<file path="config.mk">
export PLATFORM = sky130hd
export DESIGN_NAME = mem_bus_arbiter_flat
export DESIGN_NICKNAME = d
export VERILOG_FILES = /design/src/rtl/mem_bus_arbiter_pkg.sv /design/src/rtl/mem_bus_arbiter_if.sv /design/src/rtl/mem_bus_arbiter_rr_picker2.sv /design/src/rtl/mem_bus_arbiter.sv /design/src/flat_wrapper.sv
export SDC_FILE = /design/constraint.sdc
export NUM_CORES = 1
export LEC_CHECK = 0
export ABC_CLOCK_PERIOD_IN_PS = 6200
export CAP_MARGIN = 25
export CELL_PAD_IN_SITES_DETAIL_PLACEMENT = 1
export CELL_PAD_IN_SITES_GLOBAL_PLACEMENT = 2
export CORE_MARGIN = 4
export CORE_UTILIZATION = 27
export CTS_CLUSTER_DIAMETER = 100
export DETAILED_ROUTE_END_ITERATION = 6
export GPL_TIMING_DRIVEN = 0
export PLACE_DENSITY_LB_ADDON = 0.25
export SYNTH_ARGS = -nofsm -noshare
export SYNTH_HDL_FRONTEND = slang
export SYNTH_SLANG_ARGS = --single-unit
</file>
<file path="constraint.sdc">
create_clock -name clk -period 6.2 [get_ports clk]
set_input_delay 1.86 -clock clk [delete_from_list [all_inputs] [get_ports clk]]
set_output_delay 1.86 -clock clk [all_outputs]
set_load 0.05 [all_outputs]
</file>
<file path="src/rtl/mem_bus_arbiter_pkg.sv">
// Shared constants and FSM encoding for the two-requester memory port arbiter.
package mem_arb_pkg;
    localparam int ADDR_W = 24;
    localparam int DATA_W = 16;
    localparam int BANK_W = 8;
    localparam logic [BANK_W-1:0] PROG_BANK = 8'h00;

    typedef enum logic [1:0] {
        ST_IDLE   = 2'd0,
        ST_ACCESS = 2'd1,
        ST_DONE   = 2'd2
    } state_t;
endpackage

</file>
<file path="src/rtl/mem_bus_arbiter_if.sv">
// Requester handshakes plus the shared memory bus; slave = arbiter view, master = requesters/memory.
interface mem_bus_arbiter_if #(
    parameter int ADDR_W = mem_arb_pkg::ADDR_W,
    parameter int DATA_W = mem_arb_pkg::DATA_W
);
    logic              r0_req, r0_we, r0_gnt, r0_done;
    logic [ADDR_W-1:0] r0_addr;
    logic [DATA_W-1:0] r0_wdata, r0_rdata;
    logic              r1_req, r1_we, r1_gnt, r1_done, r1_err;
    logic [ADDR_W-1:0] r1_addr;
    logic [DATA_W-1:0] r1_wdata, r1_rdata;
    logic [ADDR_W-1:0] mem_addr;
    logic [DATA_W-1:0] mem_wdata, mem_rdata;
    logic              mem_we, busy;

    modport slave (
        input  r0_req, r0_we, r0_addr, r0_wdata,
        output r0_gnt, r0_done, r0_rdata,
        input  r1_req, r1_we, r1_addr, r1_wdata,
        output r1_gnt, r1_done, r1_rdata, r1_err,
        output mem_addr, mem_wdata, mem_we, busy,
        input  mem_rdata
    );

    modport master (
        output r0_req, r0_we, r0_addr, r0_wdata,
        input  r0_gnt, r0_done, r0_rdata,
        output r1_req, r1_we, r1_addr, r1_wdata,
        input  r1_gnt, r1_done, r1_rdata, r1_err,
        input  mem_addr, mem_wdata, mem_we, busy,
        output mem_rdata
    );
endinterface

</file>
<file path="src/rtl/mem_bus_arbiter_rr_picker2.sv">
// Two-way round-robin pick: a lone requester wins, a tie goes to whoever did not win last.
module rr_picker2 (
    input  logic [1:0] req,
    input  logic       last_winner,
    output logic [1:0] grant
);
    always_comb begin
        grant = 2'b00;
        case (req)
            2'b01:   grant = 2'b01;
            2'b10:   grant = 2'b10;
            2'b11:   grant = last_winner ? 2'b01 : 2'b10;
            default: grant = 2'b00;
        endcase
    end
endmodule

</file>
<file path="src/rtl/mem_bus_arbiter.sv">
// Round-robin arbiter sequencing one fixed-latency memory transaction at a time.
// Optional BANK0_PROTECT_EN: r1 writes into the program bank are suppressed and flagged.
module mem_bus_arbiter #(
    parameter int ADDR_W  = 24,
    parameter int DATA_W  = 16,
    parameter int MEM_LAT = 1
) (
    input  logic               clk,
    input  logic               rst,
    mem_bus_arbiter_if.slave   bus
);
    import mem_arb_pkg::*;

    state_t            state, state_n;
    logic [3:0]        cnt;
    logic              last_w, cur, cur_we;
    logic [1:0]        req, grant, gnt_q, done_q;
    logic              accept, fin, blk;
    logic              win_we;
    logic [ADDR_W-1:0] win_addr;
    logic [DATA_W-1:0] win_wdata, rdata0, rdata1;

    assign req = {bus.r1_req, bus.r0_req};

    rr_picker2 u_pick (.req(req), .last_winner(last_w), .grant(grant));

    assign win_we    = grant[1] ? bus.r1_we    : bus.r0_we;
    assign win_addr  = grant[1] ? bus.r1_addr  : bus.r0_addr;
    assign win_wdata = grant[1] ? bus.r1_wdata : bus.r0_wdata;

    always_ff @(posedge clk or posedge rst) begin
        if (rst) state <= ST_IDLE;
        else     state <= state_n;
    end

    // DONE behaves like IDLE for acceptance, giving a MEM_LAT+1 back-to-back period.
    always_comb begin
        state_n = state;
        accept  = 1'b0;
        fin     = 1'b0;
        case (state)
            ST_IDLE, ST_DONE: begin
                if (|req) begin
                    accept  = 1'b1;
                    state_n = ST_ACCESS;
                end else begin
                    state_n = ST_IDLE;
                end
            end
            ST_ACCESS: begin
                if (cnt == 4'd1) begin
                    fin     = 1'b1;
                    state_n = ST_DONE;
                end
            end
            default: state_n = ST_IDLE;
        endcase
    end

`ifdef BANK0_PROTECT_EN
    logic err_q, r1_err_q;
    assign blk = grant[1] && bus.r1_we && (bus.r1_addr[ADDR_W-1 -: BANK_W] == PROG_BANK);

    always_ff @(posedge clk or posedge rst) begin
        if (rst) begin
            err_q    <= 1'b0;
            r1_err_q <= 1'b0;
        end else begin
            if (accept) err_q <= blk;
            r1_err_q <= fin && cur && err_q;
        end
    end
    assign bus.r1_err = r1_err_q;
`else
    assign blk        = 1'b0;
    assign bus.r1_err = 1'b0;
`endif

    always_ff @(posedge clk or posedge rst) begin
        if (rst) begin
            cnt       <= '0;
            last_w    <= 1'b1;
            cur       <= 1'b0;
            cur_we    <= 1'b0;
            gnt_q     <= '0;
            done_q    <= '0;
            bus.mem_addr  <= '0;
            bus.mem_wdata <= '0;
            bus.mem_we    <= 1'b0;
            rdata0    <= '0;
            rdata1    <= '0;
        end else begin
            gnt_q      <= '0;
            done_q     <= '0;
            bus.mem_we <= 1'b0;
            if (accept) begin
                cnt           <= 4'(MEM_LAT);
                last_w        <= grant[1];
                cur           <= grant[1];
                cur_we        <= win_we;
                gnt_q         <= grant;
                bus.mem_addr  <= win_addr;
                bus.mem_wdata <= win_wdata;
                bus.mem_we    <= win_we & ~blk;
            end else if (state == ST_ACCESS) begin
                cnt <= cnt - 4'd1;
            end
            if (fin) begin
                done_q <= cur ? 2'b10 : 2'b01;
                if (!cur_we) begin
                    if (cur) rdata1 <= bus.mem_rdata;
                    else     rdata0 <= bus.mem_rdata;
                end
            end
        end
    end

    assign bus.r0_gnt   = gnt_q[0];
    assign bus.r1_gnt   = gnt_q[1];
    assign bus.r0_done  = done_q[0];
    assign bus.r1_done  = done_q[1];
    assign bus.r0_rdata = rdata0;
    assign bus.r1_rdata = rdata1;
    assign bus.busy     = (state != ST_IDLE);
endmodule

</file>
<file path="src/flat_wrapper.sv">
// flat-port wrapper written by rule: the top's interface ports become plain ports
module mem_bus_arbiter_flat import mem_arb_pkg::*;
#(
    parameter int ADDR_W  = 24,
    parameter int DATA_W  = 16,
    parameter int MEM_LAT = 1
)
  (clk, rst, bus_r0_req, bus_r0_we, bus_r0_addr, bus_r0_wdata, bus_r0_gnt, bus_r0_done, bus_r0_rdata, bus_r1_req, bus_r1_we, bus_r1_addr, bus_r1_wdata, bus_r1_gnt, bus_r1_done, bus_r1_rdata, bus_r1_err, bus_mem_addr, bus_mem_wdata, bus_mem_we, bus_busy, bus_mem_rdata);
  mem_bus_arbiter_if #(.ADDR_W(ADDR_W), .DATA_W(DATA_W)) bus_i ();
  input  logic clk;
  input  logic rst;
  input wire logic [$bits(bus_i.r0_req)-1:0] bus_r0_req;
  input wire logic [$bits(bus_i.r0_we)-1:0] bus_r0_we;
  input wire logic [$bits(bus_i.r0_addr)-1:0] bus_r0_addr;
  input wire logic [$bits(bus_i.r0_wdata)-1:0] bus_r0_wdata;
  output wire logic [$bits(bus_i.r0_gnt)-1:0] bus_r0_gnt;
  output wire logic [$bits(bus_i.r0_done)-1:0] bus_r0_done;
  output wire logic [$bits(bus_i.r0_rdata)-1:0] bus_r0_rdata;
  input wire logic [$bits(bus_i.r1_req)-1:0] bus_r1_req;
  input wire logic [$bits(bus_i.r1_we)-1:0] bus_r1_we;
  input wire logic [$bits(bus_i.r1_addr)-1:0] bus_r1_addr;
  input wire logic [$bits(bus_i.r1_wdata)-1:0] bus_r1_wdata;
  output wire logic [$bits(bus_i.r1_gnt)-1:0] bus_r1_gnt;
  output wire logic [$bits(bus_i.r1_done)-1:0] bus_r1_done;
  output wire logic [$bits(bus_i.r1_rdata)-1:0] bus_r1_rdata;
  output wire logic [$bits(bus_i.r1_err)-1:0] bus_r1_err;
  output wire logic [$bits(bus_i.mem_addr)-1:0] bus_mem_addr;
  output wire logic [$bits(bus_i.mem_wdata)-1:0] bus_mem_wdata;
  output wire logic [$bits(bus_i.mem_we)-1:0] bus_mem_we;
  output wire logic [$bits(bus_i.busy)-1:0] bus_busy;
  input wire logic [$bits(bus_i.mem_rdata)-1:0] bus_mem_rdata;
  assign bus_i.r0_req = bus_r0_req;
  assign bus_i.r0_we = bus_r0_we;
  assign bus_i.r0_addr = bus_r0_addr;
  assign bus_i.r0_wdata = bus_r0_wdata;
  assign bus_r0_gnt = bus_i.r0_gnt;
  assign bus_r0_done = bus_i.r0_done;
  assign bus_r0_rdata = bus_i.r0_rdata;
  assign bus_i.r1_req = bus_r1_req;
  assign bus_i.r1_we = bus_r1_we;
  assign bus_i.r1_addr = bus_r1_addr;
  assign bus_i.r1_wdata = bus_r1_wdata;
  assign bus_r1_gnt = bus_i.r1_gnt;
  assign bus_r1_done = bus_i.r1_done;
  assign bus_r1_rdata = bus_i.r1_rdata;
  assign bus_r1_err = bus_i.r1_err;
  assign bus_mem_addr = bus_i.mem_addr;
  assign bus_mem_wdata = bus_i.mem_wdata;
  assign bus_mem_we = bus_i.mem_we;
  assign bus_busy = bus_i.busy;
  assign bus_i.mem_rdata = bus_mem_rdata;
  mem_bus_arbiter #(.ADDR_W(ADDR_W), .DATA_W(DATA_W), .MEM_LAT(MEM_LAT)) u_core (.clk(clk), .rst(rst), .bus(bus_i));
endmodule
</file>
==> summary.txt, run 1 <==
Cells after Synth -> 336
TritonCTS clock tree -> built
Mux share of post-synthesis cell area -> 10.1%
MaxCap Viol Count -> 0
RD Place Congestion -> 0.797
Crit-path max cell delay -> 0.80 ns
Clock sink count -> 86
Clock root buffer master -> clkbuf_16
Final Net Count -> 631
Crit path kind -> reg -> out
Relative slew margins -> 60.8%
Synth unique cells -> 34
Fin. max-slew vios -> 0
Die height -> 129 um
Clock-pin transition on the worst setup and hold timing paths -> 0.06 ns
Worst EP arrival -> 2.43 ns
Core ar. -> 14100 um2
Largest family of logic cells by synthesized area -> compound AO/OA/AOI/OAI gates
Most common cell after layout, fill and taps aside -> clkdlybuf4s50_1
Clock Latency Late Sink -> 0.35 ns
DP HPWL -> 10500 um
Postcts setup bufs -> 0
XOR/XNOR Fraction of Synth Area -> 0.221%
Post-Place Cell Area -> 6010 um2
Post-Synth Simple-Gate Area -> 10.4%
Pre-antenna DRT Iters -> 5
FF+latch count, synth -> 86
Register area -> 2150 um2
Iteration-0 DRC Markers -> 162
Remaining Overflow, GRT -> 0
Critical Path End Type -> output port
GR Util All Layers -> 16.8%
Startpoint Class -> register
Post-Route WL -> 13800 um
Site Rows -> 43
Area taken by multi-input logic gates -> 1560 um2
Utilization after layout -> 44.8%
Top delay family on crit path -> buffers and inverters
Largest net degree at the start of global routing -> 66
Synth Area in Compound Gates -> 18.0%
Initial antenna violation count -> 0
Worst path cell trace -> clkbuf_1, inv_1, clkbuf_1, nand2_1, clkdlybuf4s50_1
Syn avg cell area -> 11.8 um2
Post-DRT Antenna Nets -> 0
Via density -> 4.97
Endpoints failing setup -> 0
Mapped cell area -> 3960 um2
Residual DRC -> 0
Tmin final -> 4.29 ns
Commonest cells after routing, fill and taps aside -> 179 x clkdlybuf4s50_1, 85 x dfrtp_1, 42 x o22ai_1
Power Density -> 610 nW/um2
Path type of the worst min-delay path -> reg -> reg
Synthesized Nets -> 440
I/O Pins -> 181
Worst slew pin tran -> 0.588 ns
Post-CTS Resized -> 0
F_max -> 233 MHz
H-tree depth -> 3
Crit share post-route -> 69.1%
Design area -> 6320 um2
CTS Hold Bufs -> 0
Die Width -> 129 um
Status -> finished, final reports clean
Area growth, synth to finish -> 59.6%
Required time of the critical path -> 4.34 ns
Register area share after synthesis -> 54.4%
YS warnings -> 0
Crit-path max FO -> 10
Final count of hold timing violations -> 0
Die ar. -> 16700 um2
Routed len/inst -> 19.3 um
Slowest CP cell -> clkdlybuf4s50_1
Number of port buffers -> 179
Vias in the first global route -> 3961
Layout cells sized above 1 -> 14.9%
TritonCTS Buffers -> 9
ANT cells -> 0
Synth Area in Adders -> 0.632%
Global-route wire length before repair -> 21900 um
Total number of vias -> 3534
Clk_skew -> 0.00913 ns
Longest Clk Path Bufs -> 2
Filler cells -> 1544
Initial Util -> 28.1%
Peak VDD IR -> 0.250 mV
Most used cell, CP -> clkbuf_1
Unrepaired setup endpoints after global routing -> false
Worst Path Buf+Inv -> 4
Sum of negative setup slack -> 0 ns
Pleak -> 2.57 nW
## state kept, by name, indices dropped and copies added, names as in the netlist
signal	cells
u_core.bus.mem_addr	24
u_core.cur_we	1
u_core.bus.r0_rdata	16
u_core.bus.r1_rdata	16
u_core.state	2
u_core.bus.mem_wdata	16
u_core.cnt	4
u_core.gnt_q	2
u_core.done_q	2
u_core.cur	1
u_core.last_w	1
u_core.bus.mem_we	1
## through the flow
stage	hold slack (ns)	worst slack (ns)	instances	power, mW
after detailed placement	0.496	1.97	696	3.30
after floorplan	0.460	2.12	336	2.50
final	0.507	1.91	711	3.86
after global placement	0.487	0.506	695	3.25
after global routing	0.526	1.74	711	4.06
after CTS	0.513	1.88	711	3.91
## worst paths after layout
| path | startpoint | end | slack [ns] | cells past startpoint |
|---|---|---|---|---|
| setup / recovery | u_core.state[0]$_DFFE_PP0P_ | bus_busy | 1.91 | 5 |
| hold / removal | u_core.bus.r1_rdata[10]$_DFFE_PP0P_ | u_core.bus.r1_rdata[10]$_DFFE_PP0P_ | 0.51 | 1 |
| setup reg to reg | u_core.state[0]$_DFFE_PP0P_ | u_core.bus.mem_wdata[7]$_DFFE_PP0P_ | 3.86 | 6 |
| hold reg to reg | u_core.bus.r1_rdata[10]$_DFFE_PP0P_ | u_core.bus.r1_rdata[10]$_DFFE_PP0P_ | 0.51 | 1 |
| max in group asynchronous | rst | u_core.last_w$_DFFE_PP1P_ | 3.69 | 3 |
| min in group asynchronous | rst | u_core.bus.r1_rdata[14]$_DFFE_PP0P_ | 1.83 | 2 |
## Yosys cell counts
| cell type | count | share of area (%) |
|---|---|---|
| nand2b_1 | 19 | 3.0 |
| a31o_2 | 1 | 0.22 |
| or3_1 | 20 | 3.2 |
| mux2_2 | 21 | 6.0 |
| buf_12 | 1 | 0.51 |
| mux2_4 | 11 | 4.2 |
| conb_1 | 1 | 0.095 |
| nand2_1 | 9 | 0.85 |
| buf_4 | 1 | 0.19 |
| a221oi_1 | 15 | 3.3 |
| o22ai_1 | 42 | 6.6 |
| or4_4 | 1 | 0.28 |
| xnor2_1 | 1 | 0.22 |
| clkbuf_1 | 24 | 2.3 |
| a211oi_1 | 6 | 1.1 |
| dfstp_2 | 1 | 0.66 |
| o21ai_0 | 3 | 0.38 |
| ha_1 | 2 | 0.63 |
| or2_0 | 1 | 0.16 |
| nor2b_1 | 1 | 0.16 |
| nor2_1 | 6 | 0.57 |
| a21o_1 | 1 | 0.19 |
| inv_1 | 24 | 2.3 |
| o22a_1 | 1 | 0.22 |
| o221a_2 | 20 | 5.7 |
| dfrtp_1 | 85 | 54 |
| nand3b_1 | 1 | 0.19 |
| and2_1 | 2 | 0.32 |
| or3b_4 | 1 | 0.28 |
| buf_6 | 3 | 0.85 |
| nor3_1 | 7 | 0.88 |
| a21oi_1 | 2 | 0.25 |
| or4b_4 | 1 | 0.35 |
| nor4_1 | 1 | 0.16 |
## routing by layer
layer / part of all wire, % / track usage [%] / wire [um] / vias up
met2: 46 / 26.5 / 6300 / 141
met5: 0 / 0 / 0 / -
met1: 45 / 22.5 / 6230 / 1744
met4: 1.5 / 5.74 / 200 / 0
li1: - / - / - / 1635
met3: 7.5 / 4.62 / 1030 / 14
## cell families after synthesis
kind of cell / after synthesis
flip-flops: 86
AO/OA/AOI/OAI: 91
XOR/XNOR: 1
buffers and inverters: 53
other: 1
AND/OR/NAND/NOR: 70
multiplexers: 32
adder cells (fa/ha/maj): 2
## power breakdown
part	internal, mW	total (mW)	leakage [nW]	switching [mW]
clock network	0.351	0.582	0.155	0.231
registers	0.843	1.03	0.998	0.186
logic	0.855	2.24	1.41	1.39
## final cells by class
| class | instances | share of cell area, % |
|---|---|---|
| Buffer | 29 | 2.40 |
| Sequential cell | 86 | 34.1 |
| Multi-Input combinational cell | 197 | 24.8 |
| Inverter | 24 | 1.47 |
| Clock inverter | 6 | 1.39 |
| Clock buffer | 9 | 3.56 |
| Timing Repair Buffer | 180 | 28.8 |
| Tap cell | 180 | 3.56 |
No activity file was read; power rests on OpenSTA's default activity.
==> run 2, diff against run 1 <==
--- a/config.mk
+++ b/config.mk
@@ -5,12 +5,12 @@
 export SDC_FILE = /design/constraint.sdc
 export NUM_CORES = 1
 export LEC_CHECK = 0
-export ABC_CLOCK_PERIOD_IN_PS = 6200
+export ABC_CLOCK_PERIOD_IN_PS = 3900
 export CAP_MARGIN = 25
 export CELL_PAD_IN_SITES_DETAIL_PLACEMENT = 1
 export CELL_PAD_IN_SITES_GLOBAL_PLACEMENT = 2
 export CORE_MARGIN = 4
-export CORE_UTILIZATION = 27
+export CORE_UTILIZATION = 23
 export CTS_CLUSTER_DIAMETER = 100
 export DETAILED_ROUTE_END_ITERATION = 6
 export GPL_TIMING_DRIVEN = 0
==> constraint.sdc (replaced) <==
create_clock -name clk -period 3.9 [get_ports clk]
set_input_delay 1.17 -clock clk [delete_from_list [all_inputs] [get_ports clk]]
set_output_delay 1.17 -clock clk [all_outputs]
set_load 0.05 [all_outputs]
==> summary.txt, run 2 (synthesized netlist as in run 1, its figures left out) <==
Site Rows -> 47
Crit-path max FO -> 10
Die height -> 139 um
Worst slew pin tran -> 0.642 ns
Postcts setup bufs -> 0
Area growth, synth to finish -> 60.2%
Clock root buffer master -> clkbuf_16
Post-DRT Antenna Nets -> 0
TritonCTS clock tree -> built
Total number of vias -> 3555
Remaining Overflow, GRT -> 0
Iteration-0 DRC Markers -> 109
H-tree depth -> 3
Final Net Count -> 631
Final count of hold timing violations -> 0
Power Density -> 951 nW/um2
Post-CTS Resized -> 0
Clock Latency Late Sink -> 0.34 ns
CTS Hold Bufs -> 0
Most common cell after layout, fill and taps aside -> clkdlybuf4s50_1
Status -> finished, final reports clean
Global-route wire length before repair -> 22200 um
Worst EP arrival -> 2.11 ns
Startpoint Class -> register
RD Place Congestion -> 0.750
Initial antenna violation count -> 0
Die Width -> 139 um
Initial Util -> 23.7%
Path type of the worst min-delay path -> reg -> reg
Worst path cell trace -> clkbuf_1, inv_1, clkbuf_1, nand2_1, dlymetal6s2s_1
Unrepaired setup endpoints after global routing -> false
Most flops, register -> u_core.bus.mem_addr
Routed len/inst -> 18.2 um
Via density -> 4.73
Die ar. -> 19400 um2
I/O Pins -> 181
Final Power -> 6.03 mW
Pre-antenna DRT Iters -> 4
ANT cells -> 0
Clk_skew -> 0.0103 ns
Vias in the first global route -> 3925
Relative slew margins -> 57.2%
Residual DRC -> 0
Required time of the critical path -> 2.73 ns
Post-Route WL -> 13700 um
WHS -> 0.505 ns
Layout cells sized above 1 -> 14.9%
Max reg flops -> 24
Clock sink count -> 86
Commonest cells after routing, fill and taps aside -> 178 x clkdlybuf4s50_1, 85 x dfrtp_1, 42 x o22ai_1
Worst Path Buf+Inv -> 4
Pleak -> 2.55 nW
Most used cell, CP -> clkbuf_1
Crit share post-route -> 84.1%
Core ar. -> 16700 um2
MaxCap Viol Count -> 0
Top delay family on crit path -> buffers and inverters
Endpoints failing setup -> 0
DP HPWL -> 10200 um
GR Util All Layers -> 14.3%
Clock-pin transition on the worst setup and hold timing paths -> 0.07 ns
Crit path kind -> reg -> out
Largest net degree at the start of global routing -> 64
Longest Clk Path Bufs -> 2
Critical Path End Type -> output port
F_max -> 305 MHz
Tmin final -> 3.28 ns
Number of port buffers -> 179
Slowest CP cell -> dlymetal6s2s_1
TritonCTS Buffers -> 9
Fin. max-slew vios -> 0
Peak VDD IR -> 0.378 mV
Crit-path max cell delay -> 0.46 ns
run 2: final timing paths:
check | endpoint | slack [ns] | cells after the start | startpoint
min in group asynchronous | u_core.bus.r1_rdata[12]$_DFFE_PP0P_ | 1.16 | 2 | rst
max | bus_busy | 0.62 | 5 | u_core.state[0]$_DFFE_PP0P_
max in group asynchronous | u_core.last_w$_DFFE_PP1P_ | 2.09 | 3 | rst
max reg2reg | u_core.bus.r1_rdata[15]$_DFFE_PP0P_ | 1.60 | 7 | u_core.cnt[1]$_DFFE_PP0P_
min reg2reg | u_core.bus.r0_rdata[1]$_DFFE_PP0P_ | 0.51 | 1 | u_core.bus.r0_rdata[1]$_DFFE_PP0P_
min | u_core.bus.r0_rdata[1]$_DFFE_PP0P_ | 0.51 | 1 | u_core.bus.r0_rdata[1]$_DFFE_PP0P_
run 2: layout make-up:
type	count	area (um2)
Fill cell	1838	10400
Sequential cell	86	2150
Timing Repair Buffer	180	1820
Multi-Input combinational cell	197	1560
Tap cell	220	275
Clock buffer	11	253
Buffer	29	151
Inverter	24	92.6
Clock inverter	4	32.5
run 2: routing by layer:
metal | part of all wire, % | vias up | global-route usage, %
li1 | - | 1637 | -
met1 | 43 | 1790 | 18.3
met2 | 47 | 119 | 22.6
met3 | 8.2 | 9 | 5.31
met4 | 1.1 | 0 | 4.17
met5 | 0 | - | 0
run 2: power by group:
group	switching [mW]	total, mW	internal [mW]
clock	0.364	0.829	0.465
sequential	0.291	1.63	1.34
combinational	2.21	3.57	1.36
total	2.87	6.03	3.16
run 2: per-stage QoR:
step                setup TNS, ns  utilization (%)  setup WS, ns  cell area, um2  cells
floorplan                       0                -         0.510            3960    336
global placement           -98.63             36.1         -1.16            6030    735
detailed placement              0             36.3         0.408            6060    736
CTS                             0             38.0         0.164            6340    751
global route                    0             38.0         0.331            6340    751
finish                          0             38.0         0.621            6340    751
run 2: worst register-to-register path, cell delays in order (launching register included):
cell	delay (ns)
dfrtp_1	0.41
inv_1	0.09
ha_1	0.13
or3b_4	0.40
or4b_4	0.53
buf_6	0.16
buf_12	0.15
mux2_4	0.30
